`src/rtl/pipe_stage_reg.sv`:
```
// pipe_stage_reg
//   Generic pipeline stage register with a valid/ready handshake and a
//   2-entry skid buffer (main entry + skid entry). Control fields are zeroed
//   on bubble/flush; datapath fields are optionally held to save toggling.
//
// Ports
//   clk_i        clock, rising edge
//   rst_i        synchronous active-high reset
//   start_i      run enable; low acts as a continuous flush
//   flush_i      squash both entries
//   in_valid_i   upstream offers an instruction
//   in_ready_o   stage can accept (flop output, skid entry empty next cycle)
//   in_ctrl_i    upstream control field
//   in_data_i    upstream data field
//   out_valid_o  main entry holds a valid instruction
//   out_ready_i  downstream accepts (low = stall)
//   out_ctrl_o   control field, forced to zero when out_valid_o is low
//   out_data_o   data field of the main entry
//   occupancy_o  number of entries held (0, 1, 2)

module pipe_stage_reg #(
    parameter int unsigned CTRL_W              = 8,
    parameter int unsigned DATA_W              = 128,
    parameter bit          CLEAR_DATA_ON_FLUSH = 1'b0
) (
    input  logic              clk_i,
    input  logic              rst_i,
    input  logic              start_i,
    input  logic              flush_i,
    input  logic              in_valid_i,
    output logic              in_ready_o,
    input  logic [CTRL_W-1:0] in_ctrl_i,
    input  logic [DATA_W-1:0] in_data_i,
    output logic              out_valid_o,
    input  logic              out_ready_i,
    output logic [CTRL_W-1:0] out_ctrl_o,
    output logic [DATA_W-1:0] out_data_o,
    output logic [1:0]        occupancy_o
);

    // State encoding equals the number of held entries, so occupancy_o is
    // a direct view of the state register.
    typedef enum logic [1:0] {
        EMPTY = 2'd0,
        ONE   = 2'd1,
        FULL  = 2'd2
    } state_e;

    state_e            state_q, state_d;
    logic              ready_q, ready_d;
    logic [CTRL_W-1:0] main_ctrl_q, main_ctrl_d;
    logic [DATA_W-1:0] main_data_q, main_data_d;
    logic [CTRL_W-1:0] skid_ctrl_q, skid_ctrl_d;
    logic [DATA_W-1:0] skid_data_q, skid_data_d;

    logic acc;
    logic xfer;
    logic squash;

    assign out_valid_o = (state_q != EMPTY);
    assign in_ready_o  = ready_q;
    assign out_ctrl_o  = main_ctrl_q & {CTRL_W{out_valid_o}};
    assign out_data_o  = main_data_q;
    assign occupancy_o = state_q;

    assign acc    = in_valid_i & ready_q;
    assign xfer   = out_valid_o & out_ready_i;
    assign squash = flush_i | ~start_i;

    always_comb begin
        state_d     = state_q;
        main_ctrl_d = main_ctrl_q;
        main_data_d = main_data_q;
        skid_ctrl_d = skid_ctrl_q;
        skid_data_d = skid_data_q;

        if (squash) begin
            state_d     = EMPTY;
            main_ctrl_d = '0;
            skid_ctrl_d = '0;
            if (CLEAR_DATA_ON_FLUSH) begin
                main_data_d = '0;
                skid_data_d = '0;
            end
        end else begin
            unique case (state_q)
                EMPTY: begin
                    if (acc) begin
                        main_ctrl_d = in_ctrl_i;
                        main_data_d = in_data_i;
                        state_d     = ONE;
                    end
                end
                ONE: begin
                    if (acc && xfer) begin
                        main_ctrl_d = in_ctrl_i;
                        main_data_d = in_data_i;
                    end else if (xfer) begin
                        state_d = EMPTY;
                    end else if (acc) begin
                        // Main is stalled: park the new entry behind it.
                        skid_ctrl_d = in_ctrl_i;
                        skid_data_d = in_data_i;
                        state_d     = FULL;
                    end
                end
                FULL: begin
                    // ready_q is low here, so acc cannot occur.
                    if (xfer) begin
                        main_ctrl_d = skid_ctrl_q;
                        main_data_d = skid_data_q;
                        state_d     = ONE;
                    end
                end
                default: begin
                    state_d = EMPTY;
                end
            endcase
        end

        // Registered ready: decided from next-state so out_ready_i never
        // reaches in_ready_o combinationally.
        ready_d = start_i & (state_d != FULL);
    end

    always_ff @(posedge clk_i) begin
        if (rst_i) begin
            state_q     <= EMPTY;
            ready_q     <= 1'b0;
            main_ctrl_q <= '0;
            main_data_q <= '0;
            skid_ctrl_q <= '0;
            skid_data_q <= '0;
        end else begin
            state_q     <= state_d;
            ready_q     <= ready_d;
            main_ctrl_q <= main_ctrl_d;
            main_data_q <= main_data_d;
            skid_ctrl_q <= skid_ctrl_d;
            skid_data_q <= skid_data_d;
        end
    end

endmodule

```
`config.mk`:
```
export PLATFORM = sky130hd
export DESIGN_NAME = pipe_stage_reg
export DESIGN_NICKNAME = d
export VERILOG_FILES = /design/src/rtl/pipe_stage_reg.sv
export SDC_FILE = /design/constraint.sdc
export NUM_CORES = 1
export LEC_CHECK = 0
export BUFFER_PORTS_ARGS = -buffer_cell sky130_fd_sc_hd__buf_4
export CELL_PAD_IN_SITES_DETAIL_PLACEMENT = 0
export CELL_PAD_IN_SITES_GLOBAL_PLACEMENT = 1
export CORE_ASPECT_RATIO = 1.5
export CORE_MARGIN = 2
export CORE_UTILIZATION = 35
export DETAILED_ROUTE_END_ITERATION = 10
export MAX_ROUTING_LAYER = met4
export PLACE_DENSITY = 0.78
export SLEW_MARGIN = 15
export SYNTH_ARGS = -nofsm -noshare
export SYNTH_HDL_FRONTEND = slang
export SYNTH_SLANG_ARGS = --single-unit
```
`constraint.sdc`:
```
create_clock -name clk_i -period 2.08 [get_ports clk_i]
set_clock_uncertainty 0.1 [all_clocks]
set_input_delay 0.416 -clock clk_i [delete_from_list [all_inputs] [get_ports clk_i]]
set_output_delay 0.416 -clock clk_i [all_outputs]
set_load 0.03 [all_outputs]
```
# == After elaboration in Yosys (flattened, before gate mapping) ==
# Cells that the tools add are included.
# totals
wordCells,45
out_inout_bits,140
reg_bits,275
# op_classes
bitwise,9
n_reduce_logical,9
eq_ne,6
n_mux,15
# ops
operator,count
$mux 128,3
$pmux 128 s3,1
$mux 8,3
$pmux 8 s3,1
$mux 2,6
$reduce_and 5->1,2
$and 8x8->8,1
$ne 2x2->1 const B,4
$reduce_and 4->1,2
$pmux 2 s3,1
$not 1->1,4
$and 1x1->1,3
$reduce_bool 3->1,1
$eq 2x1->1 const B,1
$eq 2x2->1 const B,1
$logic_not 2->1,1
$reduce_bool 2->1,1
$reduce_or 2->1,1
$logic_and 1x1->1,1
$or 1x1->1,1

# == Longest topological paths before layout ==
# depth
word_depth,8
ltp_mapped,6

# == Worst setup path before layout ==
# OpenSTA, ideal clock, no wires.
# synth_timing
path_type,register to register
start,register state_q[1] (netlist: occupancy_o[1])
end,register main_data_q[105] (netlist: out_data_o[105])
setup_ns,0.089
path_slack_ns,0.209
stages_incl_launch_ff,7
t_required_ns,1.891
arrival_time_ns,1.682
cell_sequence,dfxtp_1 and2b_1 o221a_4 buf_8 buf_2 nor2_1 a311oi_2
# synth_between
elab_chain_len,5
# synth_rtl
item,line_no,text
start: declaration,49,"state_e state_q, state_d;"
start signal: assignment,135,state_q <= state_d;
$reduce_bool 2->1,60,assign out_valid_o = (state_q != EMPTY);
$and 1x1->1,67,assign xfer = out_valid_o & out_ready_i;
$logic_and 1x1->1,95,if (acc && xfer) begin
$ne 2x2->1 (no source line),--,
$reduce_and 5->1 (no source line),--,
end signal: assignment,138,main_data_q <= main_data_d;
end: declaration,52,"logic [DATA_W-1:0] main_data_q, main_data_d;"
# Several ways; a longest one is shown, not always the timed one.
# A chain may end at the register's enable or synchronous reset.

# == Worst setup path in the final report ==
# layout_timing
start,register state_q[1] (netlist: occupancy_o[1])
end,output out_ctrl_o[5]
# layout_between
elab_chain_len,2
# layout_rtl
item,line_no,text
$reduce_bool 2->1,60,
$and 8x8->8,62,assign out_ctrl_o = main_ctrl_q & {CTRL_W{out_valid_o}};
end: declaration,36,"output logic [CTRL_W-1:0] out_ctrl_o,"
# Every way passes these cells.

==> impl_metrics.env <==
export IMPL_cts_made_buffers=28
export IMPL_hold_viol_final=0
export IMPL_h_tree_depth=1
export IMPL_vdd_ir_drop_worst_v=0.000614
export IMPL_top_usage_layer="met2"
export IMPL_dr_total_vias=9889
export IMPL_clk_latency_ns=0.54
export IMPL_syn2layout_area_growth_pct=32.4
export IMPL_drv_cap=0
export IMPL_grt_ovfl_total=0
export IMPL_leakage_uw=0.00552
export IMPL_r2r_slack_ns=0.16
export IMPL_min_to="skid_ctrl_q[5]$_SDFFE_PP0P_"
export IMPL_drcViolationCount=0
export IMPL_grt_max_degree=130
export IMPL_antenna_found_initial=0
export IMPL_nets=1740
export IMPL_grt_met3_usage_pct=3.61
export IMPL_synth_edf_count=0
export IMPL_ant_nets=0
export IMPL_period_share_pct=96.3
export IMPL_finalInstanceArea_um2=14400
export IMPL_num_rows=79
export IMPL_synth_seq_cells=275
export IMPL_setup_violations_final=0
export IMPL_finalMaxSlewViolations=0
export IMPL_via_per_inst=4.90
export IMPL_port_buffers=281
export IMPL_dieArea_um2=32600
export IMPL_critPathKind="reg -> out"
export IMPL_dp_hpwl_um=20400
export IMPL_multi_input_comb_area_um2=4830
export IMPL_first_global_vias=9146
export IMPL_power_density_nw_per_um2=758
export IMPL_end_kind="output port"
export IMPL_rr_worst_depth=6
export IMPL_coreArea_um2=30800
export IMPL_cp_arrival_ns=1.49
export IMPL_syn_area_um2=10900
export IMPL_cts_num_sinks=275
export IMPL_synthFlopType="dfxtp_1"
export IMPL_cp_start_kind="flop"
export IMPL_met1_usage_pct=22.4
export IMPL_ys_types=28
export IMPL_hp_class="in -> reg"
export IMPL_status="complete, no violations"
export IMPL_worst_pin_slew_ns=0.670
export IMPL_grt_usage_pct=19.0
export IMPL_drt_iter0_markers=436
export IMPL_die_w_um=148
export IMPL_holdCritStartpoint="in_ctrl_i[5]"
export IMPL_fillCellCount=3148
export IMPL_fin_crit_ns=2.00
export IMPL_grt_pass1_wl_um=49100
export IMPL_syn_instance_count=1359
export IMPL_cts_tree="yes"
export IMPL_dpl_cell_area_um2=13500
export IMPL_reg2reg_to="out_data_o[111]$_SDFFE_PP0P_"
export IMPL_start_util_pct=35.4
export IMPL_synth_area_per_cell_um2=8.02
export IMPL_critPathMaxFanout=9
export IMPL_synthArstFlopShare_pct=0
export IMPL_fp_dieH_um=220
export IMPL_grtUsageMet2_pct=32.9
export IMPL_required_ns=1.56
export IMPL_diodes=0
export IMPL_tns_ns=0
export IMPL_drive_gt1_share_pct=24.2
export IMPL_hold_depth=3
export IMPL_fmax_ghz=0.499
export IMPL_rsz0062_at_grt="no"
export IMPL_synth_nets=1501
export IMPL_regArea_um2=5510
export IMPL_clkTransAtPathRegs_ns=0.06
export IMPL_slew_headroom_pct=55.3
export IMPL_pin_count=282
export IMPL_wl_per_cell_um=15.6
export IMPL_routed_wirelength_um=31500
export IMPL_r2r_start="occupancy_o[1]$_SDFF_PP0_"
export IMPL_yosys_warnings=0
export IMPL_cts_root_buf="clkbuf_16"
export IMPL_drtPass1Iterations=4
export IMPL_place_gp_congestion=0.765
export IMPL_yosysSeqAreaShare_pct=50.5
export IMPL_clk_path_buf_depth=3
[Yosys cell counts (2+ instances only)]
library cell	n	share of area (%)
a211oi_1	8	0.55
buf_6	5	0.52
clkbuf_1	54	1.9
nor2b_1	9	0.52
buf_4	15	1.0
and2b_1	2	0.14
mux2i_1	17	1.6
buf_2	42	1.9
a311oi_1	106	8.5
nand2_1	514	18
nor2_1	145	5.0
inv_1	2	0.069
a311oi_2	22	3.0
a21oi_1	130	6.0
dfxtp_1	275	50
[worst max path at each step]
stage | slack (ns) | depth (start not counted) | start | to
floorplan | 0.21 | 6 | occupancy_o[1]$_SDFF_PP0_ | out_data_o[105]$_SDFFE_PP0P_
global placement | 0.11 | 6 | out_ready_i | skid_data_q[59]$_SDFFE_PP0P_
detailed placement | 0.08 | 6 | out_ready_i | skid_data_q[10]$_SDFFE_PP0P_
CTS | 0.06 | 4 | occupancy_o[1]$_SDFF_PP0_ | out_ctrl_o[5]
global route | 0.0009 | 4 | occupancy_o[1]$_SDFF_PP0_ | out_ctrl_o[1]
finish | 0.08 | 4 | occupancy_o[1]$_SDFF_PP0_ | out_ctrl_o[5]
[final cells by class]
type	instances	area share [%]
repair buffers	326	18.9
flip-flops and latches	275	38.2
clock buffers	40	5.52
well taps	405	3.51
clock inverters	7	0.433
inverters	2	0.0520
multi-input cells	965	33.4
[critical path, cell delays in order (launching register included)]
cell     delay, ns
dfxtp_4       0.44
nor2_4        0.06
buf_6         0.13
nor2b_1       0.13
buf_4         0.18
[state kept, by name (all words and copies together), names as in the netlist]
register	count
occupancy_o	2
main_ctrl_q	8
skid_ctrl_q	8
in_ready_o	1
skid_data_q	128
out_data_o	128
[stage by stage]
step / total power [uW] / hold WS [ns] / setup WS (ns) / utilization [%] / std cells
final: 10900 / 0.0208 / 0.0762 / 46.8 / 2020
after global routing: 11400 / 0.0127 / 0.000943 / 46.8 / 2020
after CTS: 11100 / 0.000480 / 0.0553 / 46.7 / 2018
after detailed placement: 6250 / 0.347 / 0.0840 / 43.7 / 1966
after global placement: 6250 / 0.342 / 0.111 / 43.7 / 1966
after floorplan: 5840 / 0.337 / 0.209 / - / 1359
[what timing repair did]
item | CTS | global route
gates resized for setup | 7 | 0
setup buffers | 0 | 2
hold endpoints to repair | 5 | 0
hold buffers | 5 | 0
pin swaps | 1 | 1
cloned | 1 | 0
endpoints found under the setup margin | 9 | 2
[layout by cell type, fill, tap and decap left out, types with 2 or more instances in the layout]
cell type	count
a311oi_1	106
dlygate4sd3_1	5
buf_6	2
nor2_1	145
nand2_1	514
a211oi_1	8
clkinv_2	5
buf_4	298
dfxtp_1	273
clkbuf_8	4
clkbuf_1	8
buf_12	20
inv_1	2
nor2b_1	9
mux2i_1	17
a21oi_1	130
a311oi_2	22
clkbuf_16	29
[routing by layer]
layer	wire, um	up-vias
met5	0	-
met4	878	0
met3	1960	53
met2	15800	258
met1	12900	4529
li1	-	5049
[power breakdown]
part / total, uW / switching, uW / internal [uW] / leakage (uW)
Sequential: 5360 / 33.9 / 5320 / 0.00222
Clock: 4800 / 2040 / 2760 / 0.000422
Combinational: 781 / 430 / 350 / 0.00287
[logic make-up (layout without fill, tap and decap cells)]
kind of cell           count (synthesis)  in the layout  share of synthesized area (%)
multiplexers                          17             17                           1.56
flip-flops                           275            275                           50.5
buffers and inverters                119            375                           5.54
AO/OA/AOI/OAI                        270            270                           18.6
AND/OR/NAND/NOR                      678            678                           23.8
No activity file was read; power rests on OpenSTA's default activity.
